--- src/rtl/sd_block_dma.sv ---
// Sector DMA between the byte-level SPI SD controller and 8-bit RAM; moves one block per start pulse.
// Optional CRC16-CCITT generation/check of the data field is enabled by defining SD_DMA_CRC_EN.
//
// state   | meaning
// IDLE    | waiting for start
// R_TOKEN | polling 0xFF until the 0xFE start token arrives
// R_DATA  | receiving one data byte
// R_WR    | writing the received byte to RAM
// R_CRC   | receiving the two CRC bytes
// W_TOKEN | sending the 0xFE start token
// W_FETCH | RAM read request for the next byte
// W_LATCH | capturing RAM read data
// W_DATA  | sending one data byte
// W_CRC   | sending the two CRC bytes
// W_RESP  | reading the card's data response
// W_BUSY  | polling until the card releases busy
// FIN     | one-cycle done, result in error
module sd_block_dma #(
  parameter int BLOCK_LEN   = 512,
  parameter int TOKEN_TRIES = 4096,
  parameter int ADDR_W      = 16
) (
  input  logic              clock,
  input  logic              reset,
  input  logic              start,
  input  logic              dir,
  input  logic [ADDR_W-1:0] base,
  output logic              busy,
  output logic              done,
  output logic [1:0]        error,
  output logic [ADDR_W-1:0] mem_addr,
  output logic              mem_we,
  output logic [7:0]        mem_wdata,
  output logic              mem_re,
  input  logic [7:0]        mem_rdata,
  output logic              sd_signal,
  output logic [1:0]        sd_cmd,
  output logic [7:0]        sd_out,
  input  logic [7:0]        sd_din,
  input  logic              sd_busy,
  input  logic              sd_timeout
);

  localparam int CNT_W = $clog2(BLOCK_LEN + 1);
  localparam int TRY_W = $clog2(TOKEN_TRIES + 1);
  localparam logic [CNT_W-1:0] LAST_BYTE = CNT_W'(BLOCK_LEN - 1);

  typedef enum logic [3:0] {
    IDLE, R_TOKEN, R_DATA, R_WR, R_CRC,
    W_TOKEN, W_FETCH, W_LATCH, W_DATA, W_CRC, W_RESP, W_BUSY, FIN
  } state_t;

  typedef enum logic [1:0] {EX_ISSUE, EX_ACK, EX_WAIT} ex_t;

  state_t state, next_state;
  ex_t    ex_state, next_ex;

  logic [ADDR_W-1:0] base_q;
  logic [CNT_W-1:0]  cnt;
  logic [TRY_W-1:0]  tries;
  logic [7:0]        rx_q;
  logic [7:0]        tx_q;
  logic              crc_second;
  logic [1:0]        error_q;

  logic       accept;
  logic       xchg;
  logic       capture;
  logic       set_err;
  logic [1:0] err_code;
  logic [7:0] crc_tx_byte;
  logic       crc_bad;

`ifdef SD_DMA_CRC_EN
  logic [15:0] crc;
  logic [7:0]  crc_rx_hi;

  function automatic logic [15:0] crc16_byte(input logic [15:0] c, input logic [7:0] d);
    logic [15:0] r;
    logic        fb;
    r = c;
    for (int i = 7; i >= 0; i--) begin
      fb = r[15] ^ d[i];
      r  = {r[14:0], 1'b0} ^ (fb ? 16'h1021 : 16'h0000);
    end
    return r;
  endfunction

  always_ff @(posedge clock or posedge reset) begin
    if (reset) begin
      crc       <= '0;
      crc_rx_hi <= '0;
    end else begin
      if (accept)
        crc <= '0;
      else if (capture && state == R_DATA)
        crc <= crc16_byte(crc, sd_din);
      else if (capture && state == W_DATA)
        crc <= crc16_byte(crc, tx_q);
      if (capture && state == R_CRC && !crc_second)
        crc_rx_hi <= sd_din;
    end
  end

  assign crc_tx_byte = crc_second ? crc[7:0] : crc[15:8];
  assign crc_bad     = ({crc_rx_hi, sd_din} != crc);
`else
  assign crc_tx_byte = 8'hFF;
  assign crc_bad     = 1'b0;
`endif

  always_ff @(posedge clock or posedge reset) begin
    if (reset) begin
      state    <= IDLE;
      ex_state <= EX_ISSUE;
    end else begin
      state    <= next_state;
      ex_state <= next_ex;
    end
  end

  always_comb begin
    next_state = state;
    next_ex    = ex_state;
    accept     = 1'b0;
    xchg       = 1'b0;
    capture    = 1'b0;
    set_err    = 1'b0;
    err_code   = 2'd0;
    sd_signal  = 1'b0;
    sd_out     = 8'hFF;
    mem_we     = 1'b0;
    mem_re     = 1'b0;
    done       = 1'b0;

    case (state)
      IDLE, FIN: begin
        done = (state == FIN);
        if (start) begin
          accept     = 1'b1;
          next_state = dir ? W_TOKEN : R_TOKEN;
        end else begin
          next_state = IDLE;
        end
      end
      R_TOKEN, R_DATA, R_CRC, W_RESP, W_BUSY: xchg = 1'b1;
      W_TOKEN: begin
        xchg   = 1'b1;
        sd_out = 8'hFE;
      end
      W_DATA: begin
        xchg   = 1'b1;
        sd_out = tx_q;
      end
      W_CRC: begin
        xchg   = 1'b1;
        sd_out = crc_tx_byte;
      end
      R_WR: begin
        mem_we     = 1'b1;
        next_state = (cnt == LAST_BYTE) ? R_CRC : R_DATA;
      end
      W_FETCH: begin
        mem_re     = 1'b1;
        next_state = W_LATCH;
      end
      W_LATCH: next_state = W_DATA;
      default: next_state = IDLE;
    endcase

    // Every SD byte goes through issue -> wait for busy rise -> wait for busy fall.
    if (xchg) begin
      case (ex_state)
        EX_ISSUE: begin
          sd_signal = 1'b1;
          next_ex   = EX_ACK;
        end
        EX_ACK: if (sd_busy) next_ex = EX_WAIT;
        EX_WAIT: if (!sd_busy) begin
          capture = 1'b1;
          next_ex = EX_ISSUE;
        end
        default: next_ex = EX_ISSUE;
      endcase
    end

    if (capture) begin
      case (state)
        R_TOKEN:
          if (sd_din == 8'hFE) next_state = R_DATA;
          else if (tries == TRY_W'(1)) begin
            next_state = FIN;
            set_err    = 1'b1;
            err_code   = 2'd1;
          end
        R_DATA:  next_state = R_WR;
        R_CRC:
          if (crc_second) begin
            next_state = FIN;
            if (crc_bad) begin
              set_err  = 1'b1;
              err_code = 2'd3;
            end
          end
        W_TOKEN: next_state = W_FETCH;
        W_DATA:  next_state = (cnt == LAST_BYTE) ? W_CRC : W_FETCH;
        W_CRC:   if (crc_second) next_state = W_RESP;
        W_RESP:
          if ((sd_din & 8'h1F) == 8'h05) next_state = W_BUSY;
          else begin
            next_state = FIN;
            set_err    = 1'b1;
            err_code   = 2'd2;
          end
        W_BUSY:
          if (sd_din != 8'h00) next_state = FIN;
          else if (tries == TRY_W'(1)) begin
            next_state = FIN;
            set_err    = 1'b1;
            err_code   = 2'd1;
          end
        default: ;
      endcase
      if (sd_timeout) begin
        next_state = FIN;
        set_err    = 1'b1;
        err_code   = 2'd1;
      end
    end
  end

  always_ff @(posedge clock or posedge reset) begin
    if (reset) begin
      base_q     <= '0;
      cnt        <= '0;
      tries      <= '0;
      rx_q       <= '0;
      tx_q       <= '0;
      crc_second <= 1'b0;
      error_q    <= 2'd0;
    end else begin
      if (accept) begin
        base_q     <= base;
        cnt        <= '0;
        tries      <= TRY_W'(TOKEN_TRIES);
        crc_second <= 1'b0;
        error_q    <= 2'd0;
      end
      if (set_err) error_q <= err_code;
      if (state == R_WR) cnt <= cnt + 1'b1;
      if (state == W_LATCH) tx_q <= mem_rdata;
      if (capture) begin
        case (state)
          R_TOKEN, W_BUSY: tries <= tries - 1'b1;
          R_DATA:          rx_q <= sd_din;
          W_DATA:          cnt <= cnt + 1'b1;
          W_RESP:          tries <= TRY_W'(TOKEN_TRIES);
          R_CRC, W_CRC:    crc_second <= ~crc_second;
          default: ;
        endcase
      end
    end
  end

  assign busy      = (state != IDLE) && (state != FIN);
  assign error     = error_q;
  assign mem_addr  = base_q + ADDR_W'(cnt);
  assign mem_wdata = rx_q;
  assign sd_cmd    = 2'b00;

endmodule

--- config.mk ---
export PLATFORM = sky130hd
export DESIGN_NAME = sd_block_dma
export DESIGN_NICKNAME = d
export VERILOG_FILES = /design/src/rtl/sd_block_dma.sv
export SDC_FILE = /design/constraint.sdc
export NUM_CORES = 1
export LEC_CHECK = 0
export ABC_AREA = 1
export CAP_MARGIN = 20
export CORE_ASPECT_RATIO = 2
export CORE_MARGIN = 5
export CORE_UTILIZATION = 45
export DETAILED_ROUTE_END_ITERATION = 6
export PLACE_DENSITY = 0.69
export REMOVE_ABC_BUFFERS = 1
export SLEW_MARGIN = 20
export SYNTH_ARGS = -nofsm -noshare
export SYNTH_HDL_FRONTEND = slang
export SYNTH_SLANG_ARGS = --single-unit
--- constraint.sdc ---
create_clock -name clock -period 2.4 [get_ports clock]
set_clock_uncertainty 0.2 [all_clocks]
set_input_delay 0.36 -clock clock [delete_from_list [all_inputs] [get_ports clock]]
set_output_delay 0.36 -clock clock [all_outputs]
set_load 0.03 [all_outputs]
==> Yosys cells after proc, flatten, opt, wreduce, memory -nomap -nowiden <==
Cells that the tools add are included.
{ "totals": {"out_inout_bits": 41, "elab_cells": 101, "register_bits": 64} }
{ "classes": {"muxes": 55, "n_reduce_logical": 12, "n_eq_ne": 21, "n_addsub": 3, "n_bitwise": 1} }
{ "op_table": {"columns": ["operator", "n"], "rows": [
  ["two-way mux 10 bit", 4],
  ["two-way mux 4 bit", 8],
  ["one-hot mux 4 bit (8 select lines)", 1],
  ["two-way mux 13 bit", 2],
  ["one-hot mux 13 bit (2 select lines)", 1],
  ["two-way mux 1 bit", 22],
  ["equality test 4 bit (second input constant)", 5],
  ["one-hot mux 4 bit (5 select lines)", 1],
  ["adder 16 x 10 -> 16 bit", 1],
  ["equality test 4 x 3 -> 1 bit (second input constant)", 4],
  ["two-way mux 2 bit", 8],
  ["one-hot mux 8 bit (2 select lines)", 1],
  ["equality test 13 x 1 -> 1 bit (second input constant)", 1],
  ["subtractor 13 x 1 -> 13 bit (second input constant)", 1],
  ["two-way mux 3 bit", 4],
  ["one-hot mux 2 bit (3 select lines)", 2],
  ["adder 10 x 1 -> 10 bit (second input constant)", 1],
  ["equality test 10 x 9 -> 1 bit (second input constant)", 1],
  ["equality test 4 x 2 -> 1 bit (second input constant)", 2],
  ["equality test 8 bit (second input constant)", 1],
  ["nonzero test 8 bit", 1],
  ["OR reduction 8 bit", 1],
  ["OR reduction 2 bit", 3],
  ["equality test 5 x 3 -> 1 bit (second input constant)", 1],
  ["14 further kinds", 15]
]} }

==> Logic depth before layout (Yosys ltp) <==
{ "depth": {"word_depth": 8, "ltp_mapped": 13, "mapped_depth_nobuf": 13} }

==> Least setup slack after synthesis <==
No wires, ideal clock.
{ "synth_timing": {"path_type": "register -> output", "start": "register cnt[0]", "end": "output mem_addr[12]", "path_buffers": 0, "path_stages_with_launch": 8, "slack_ps": -113, "arrival_time_ps": 1953, "cell_sequence": "dfrtp_1 > ha_1 > inv_1 > fa_1 > inv_1 > nand3_1 > a31oi_1 > xor2_1"} }
{ "synth_via": {"elab_chain_cells": 1} }
{ "synth_rtl": {"columns": ["item", "line_no", "text"], "rows": [
  ["start: declaration", "59", "logic [CNT_W-1:0] cnt;"],
  ["start signal: assignment", "250", "if (state == R_WR) cnt <= cnt + 1'b1;"],
  ["start signal: assignment", "256", "W_DATA: cnt <= cnt + 1'b1;"],
  ["adder 16 x 10 -> 16 bit", "267", "assign mem_addr = base_q + ADDR_W'(cnt);"],
  ["end: declaration", "31", "output logic [ADDR_W-1:0] mem_addr,"]
]} }
No other way between the ends.

==> Final worst setup path <==
Same ends and word-level chain as after synthesis.

==> metrics.md <==
| Metric | Value |
|---|---|
| Status | finished, violations left |
| Failing checks | negative setup slack |
| Arrival @ worst endpoint | 2.12 ns |
| Count leader, synth | nand2_1 |
| Post-Place Cells | 772 |
| #FFs+latches synth | 64 |
| CP endpoint kind | primary output |
| Mean post-synth cell area | 7.01 um2 |
| Setup TNS | -1.96 ns |
| Rel. slew slack | 0.620 |
| CP max stage cell | dfrtp_1 |
| Register area share after synthesis | 0.393 |
| Hold crit path type | primary input to async pin |
| Largest net degree at the start of global routing | 29 |
| Final setup fails | 12 |
| First-pass DRT Iterations | 4 |
| Pleak | 2.97 nW |
| Initial DRC Count | 223 |
| Layout Nets | ~760 |
| Req. time, crit path | 1.84 ns |
| Fin crit share | 1.12 |
| Total congestion overflow | 0 |
| Worst VDD drop | 0.000794 V |
| Share of the synthesized area in the top cell type | 0.393 |
| Upper clock frequency limit | 0.374 GHz |
| Routed Antenna Nets | 0 |
| Inserted Diodes | 0 |
| P_sw | 2.73 mW |
| DP Wirelength | 8840 um |
| CP max FO | 3 |
| Worst Max-Slew Pin Slew | 0.566 ns |
| Synth cell types | 35 |
| Row count | 49 |
| Crit-path max cell delay | 0.36 ns |
| First-pass GRT wire length | about 19,000 um |
| Largest cells by area after synthesis | dfrtp_1 39%, nand2_1 19%, nand3_1 6.4% |
| CTS Sinks | 64 |
| Cell Area, Synth | 0.00407 mm2 |
| IO Pins | 79 |
| Die Wd | 77.3 um |
| Cell count after synthesis | 581 |
| PD cells | approximately 1100 mW/mm2 |
| Sw Ratio | 0.448 |
| Via count | 4,135 |
| Share of cells above drive strength 1 | 0.188 |
| Clock share of power | 0.199 |
| Number of global-route vias before repair | approximately 4,300 |
| DIE AREA | 0.0112 mm2 |
| GRT Overall Usage | 0.216 |
| Worst Slack Setup Final | -0.277 ns |
| GPL Wtd Cong | around 0.90 |
| DP Area | 0.00503 mm2 |
| P_int | ~3.4 mW |
| Final Critical Period | 2.68 ns |
| Cell accounting for the most synthesized area | dfrtp_1 |
| CTS tree | yes |
| Max_cap viols | 0 |
| RSZ-0062 raised after global routing | yes |
| Starting Density | 0.455 |
| DP Worst Slack | 0.0154 ns |
| Final instance area | ~0.0057 mm2 |
| Comb pwr share | 0.525 |
| DRC | 0 |
| Fin cells | 810 |
| IO buf count | 76 |
| Die Span Y | between 100 and 150 um |
| Final Hold Viols | 0 |
| Post-synth EDFFs | 0 |
| Initial antenna violation count | 0 |
| CTS Buf Count | 9 |
| CP startpoint kind | flip-flop |
| Slew Viols, Final | 0 |
| DR vias/cell | 5.10 |
| Post-DR wirelength/cell | between 10 and 15 um |
| Clock-pin slew of the registers on the worst-case setup and hold paths | 0.06 ns |
| Routed wire length | 11,800 um |
| Kind of critical path | flip-flop to primary output |
| Post-synth ARST share | 1.00 |
| Synth cell count leaders | 211 x nand2_1, 68 x inv_1, 64 x dfrtp_1 |
| Layout area overhead | 40.5% |
| CP Cell Sequence | ha_2 > inv_2 > fa_2 > inv_2 > nand3_2 > a31oi_1 > buf_4 > xor2_1 > buf_4 |
| Clock Latency Late Sink | 0.33 ns |
| Root Buffer | clkbuf_16 |
| CTS Buffer Depth | 2 |
| # hold bufs at CTS | 0 |
| Seq pwr share | 0.276 |
| Core region area | a little under 0.009 mm2 |
| Synth warnings | 0 |
| Ys flop type | dfrtp_1 |
| H-tree levels | 3 |
registers in the layout, indices dropped and copies added, names as in the netlist:
register,cells
base_q,16
cnt,10
crc_second,1
error,2
ex_state,2
mem_wdata,8
state,4
tries,13
tx_q,8
repair_timing:
| item | CTS | global route |
|---|---|---|
| setup buffers | 11 | 11 |
| resized for setup | 47 | 14 |
| cloned | 0 | 0 |
| pin swaps | 12 | 12 |
| setup endpoints to repair | 21 | 16 |
cells by family (layout without fill, tap and decap cells):
logic type,after synthesis,count (layout),synth area share
flip-flops,64,64,0.393
AO/OA/AOI/OAI,56,56,0.0744
other,1,2,0.000921
AND/OR/NAND/NOR,338,338,0.346
adder cells (fa/ha/maj),14,14,0.0449
XOR/XNOR,26,26,0.0559
buffers and inverters,82,208,0.0842
per-layer routing:
metal	GRT usage	vias to the layer above	wire [um]
met5	0	-	0
met4	0.104	0	447
met3	0.0443	36	460
met2	0.424	102	6870
met1	0.208	1932	3980
li1	-	2065	-
worst max-delay path: cells and delay by family (launching register included):
family	cells	cell delay [ns]
simple gates	1	0.08
compound gates	1	0.15
fa+ha+maj	2	0.54
xor+xnor	1	0.17
flops	1	0.36
buf+inv	4	0.49
through the flow:
stage | hold slack (ns) | utilization | power, mW
detailed placement | 0.258 | 0.562 | 4.62
CTS | 0.0620 | 0.623 | 6.01
global placement | 0.250 | 0.562 | 4.54
global route | 0.0707 | 0.639 | 6.62
floorplan | 0.234 | - | 3.68
finish | 0.0675 | 0.639 | 6.10
power groups by stage:
| stage | Combinational, mW | Clock, mW | Sequential [mW] |
|---|---|---|---|
| floorplan | 2.01 | 0 | 1.67 |
| global placement | 2.89 | 0 | 1.65 |
| detailed placement | 2.95 | 0 | 1.67 |
| CTS | 3.09 | 1.24 | 1.68 |
| global route | 3.60 | 1.28 | 1.74 |
| finish | 3.20 | 1.21 | 1.68 |
worst paths after layout:
check | startpoint | end | slack (ns) | depth (start not counted)
worst min-delay path | reset | base_q[1] | 0.07 | 2
min in group clock | tx_q[7] | tx_q[7] | 0.27 | 2
worst max register to register | state[2] | cnt[8] | 0.23 | 12
worst min register to register | tx_q[7] | tx_q[7] | 0.27 | 2
worst max-delay path | cnt[0] | mem_addr[12] | -0.28 | 9
max in group asynchronous | reset | tries[1] | 1.44 | 3
area by class of cell:
| class | instances | area [um2] |
|---|---|---|
| fill | 785 | 3230 |
| multi-input combinational | 436 | 2360 |
| sequential | 64 | 1600 |
| timing repair buffer | 120 | 1070 |
| inverter | 72 | 275 |
| clock buffer | 10 | 239 |
| tap | 102 | 128 |
| clock inverter | 6 | 45.0 |
placed cells by master, fill, tap and decap left out, types with 3 or more instances in the layout:
master / count
ha_1: 4
xnor2_1: 4
o21ai_0: 17
a31oi_1: 3
xor2_1: 21
clkdlybuf4s50_1: 48
nor3_1: 6
nor2_2: 7
dlygate4sd2_1: 9
a21oi_1: 10
nand2_1: 205
dfrtp_1: 64
buf_6: 4
nor2_1: 44
clkbuf_16: 9
nand3_1: 48
inv_1: 64
ha_4: 8
nand2_2: 12
buf_4: 56
o21ai_1: 13
nor2_4: 4
clkinvlp_4: 3
inv_2: 6
Power figures use the tool's default switching activity.
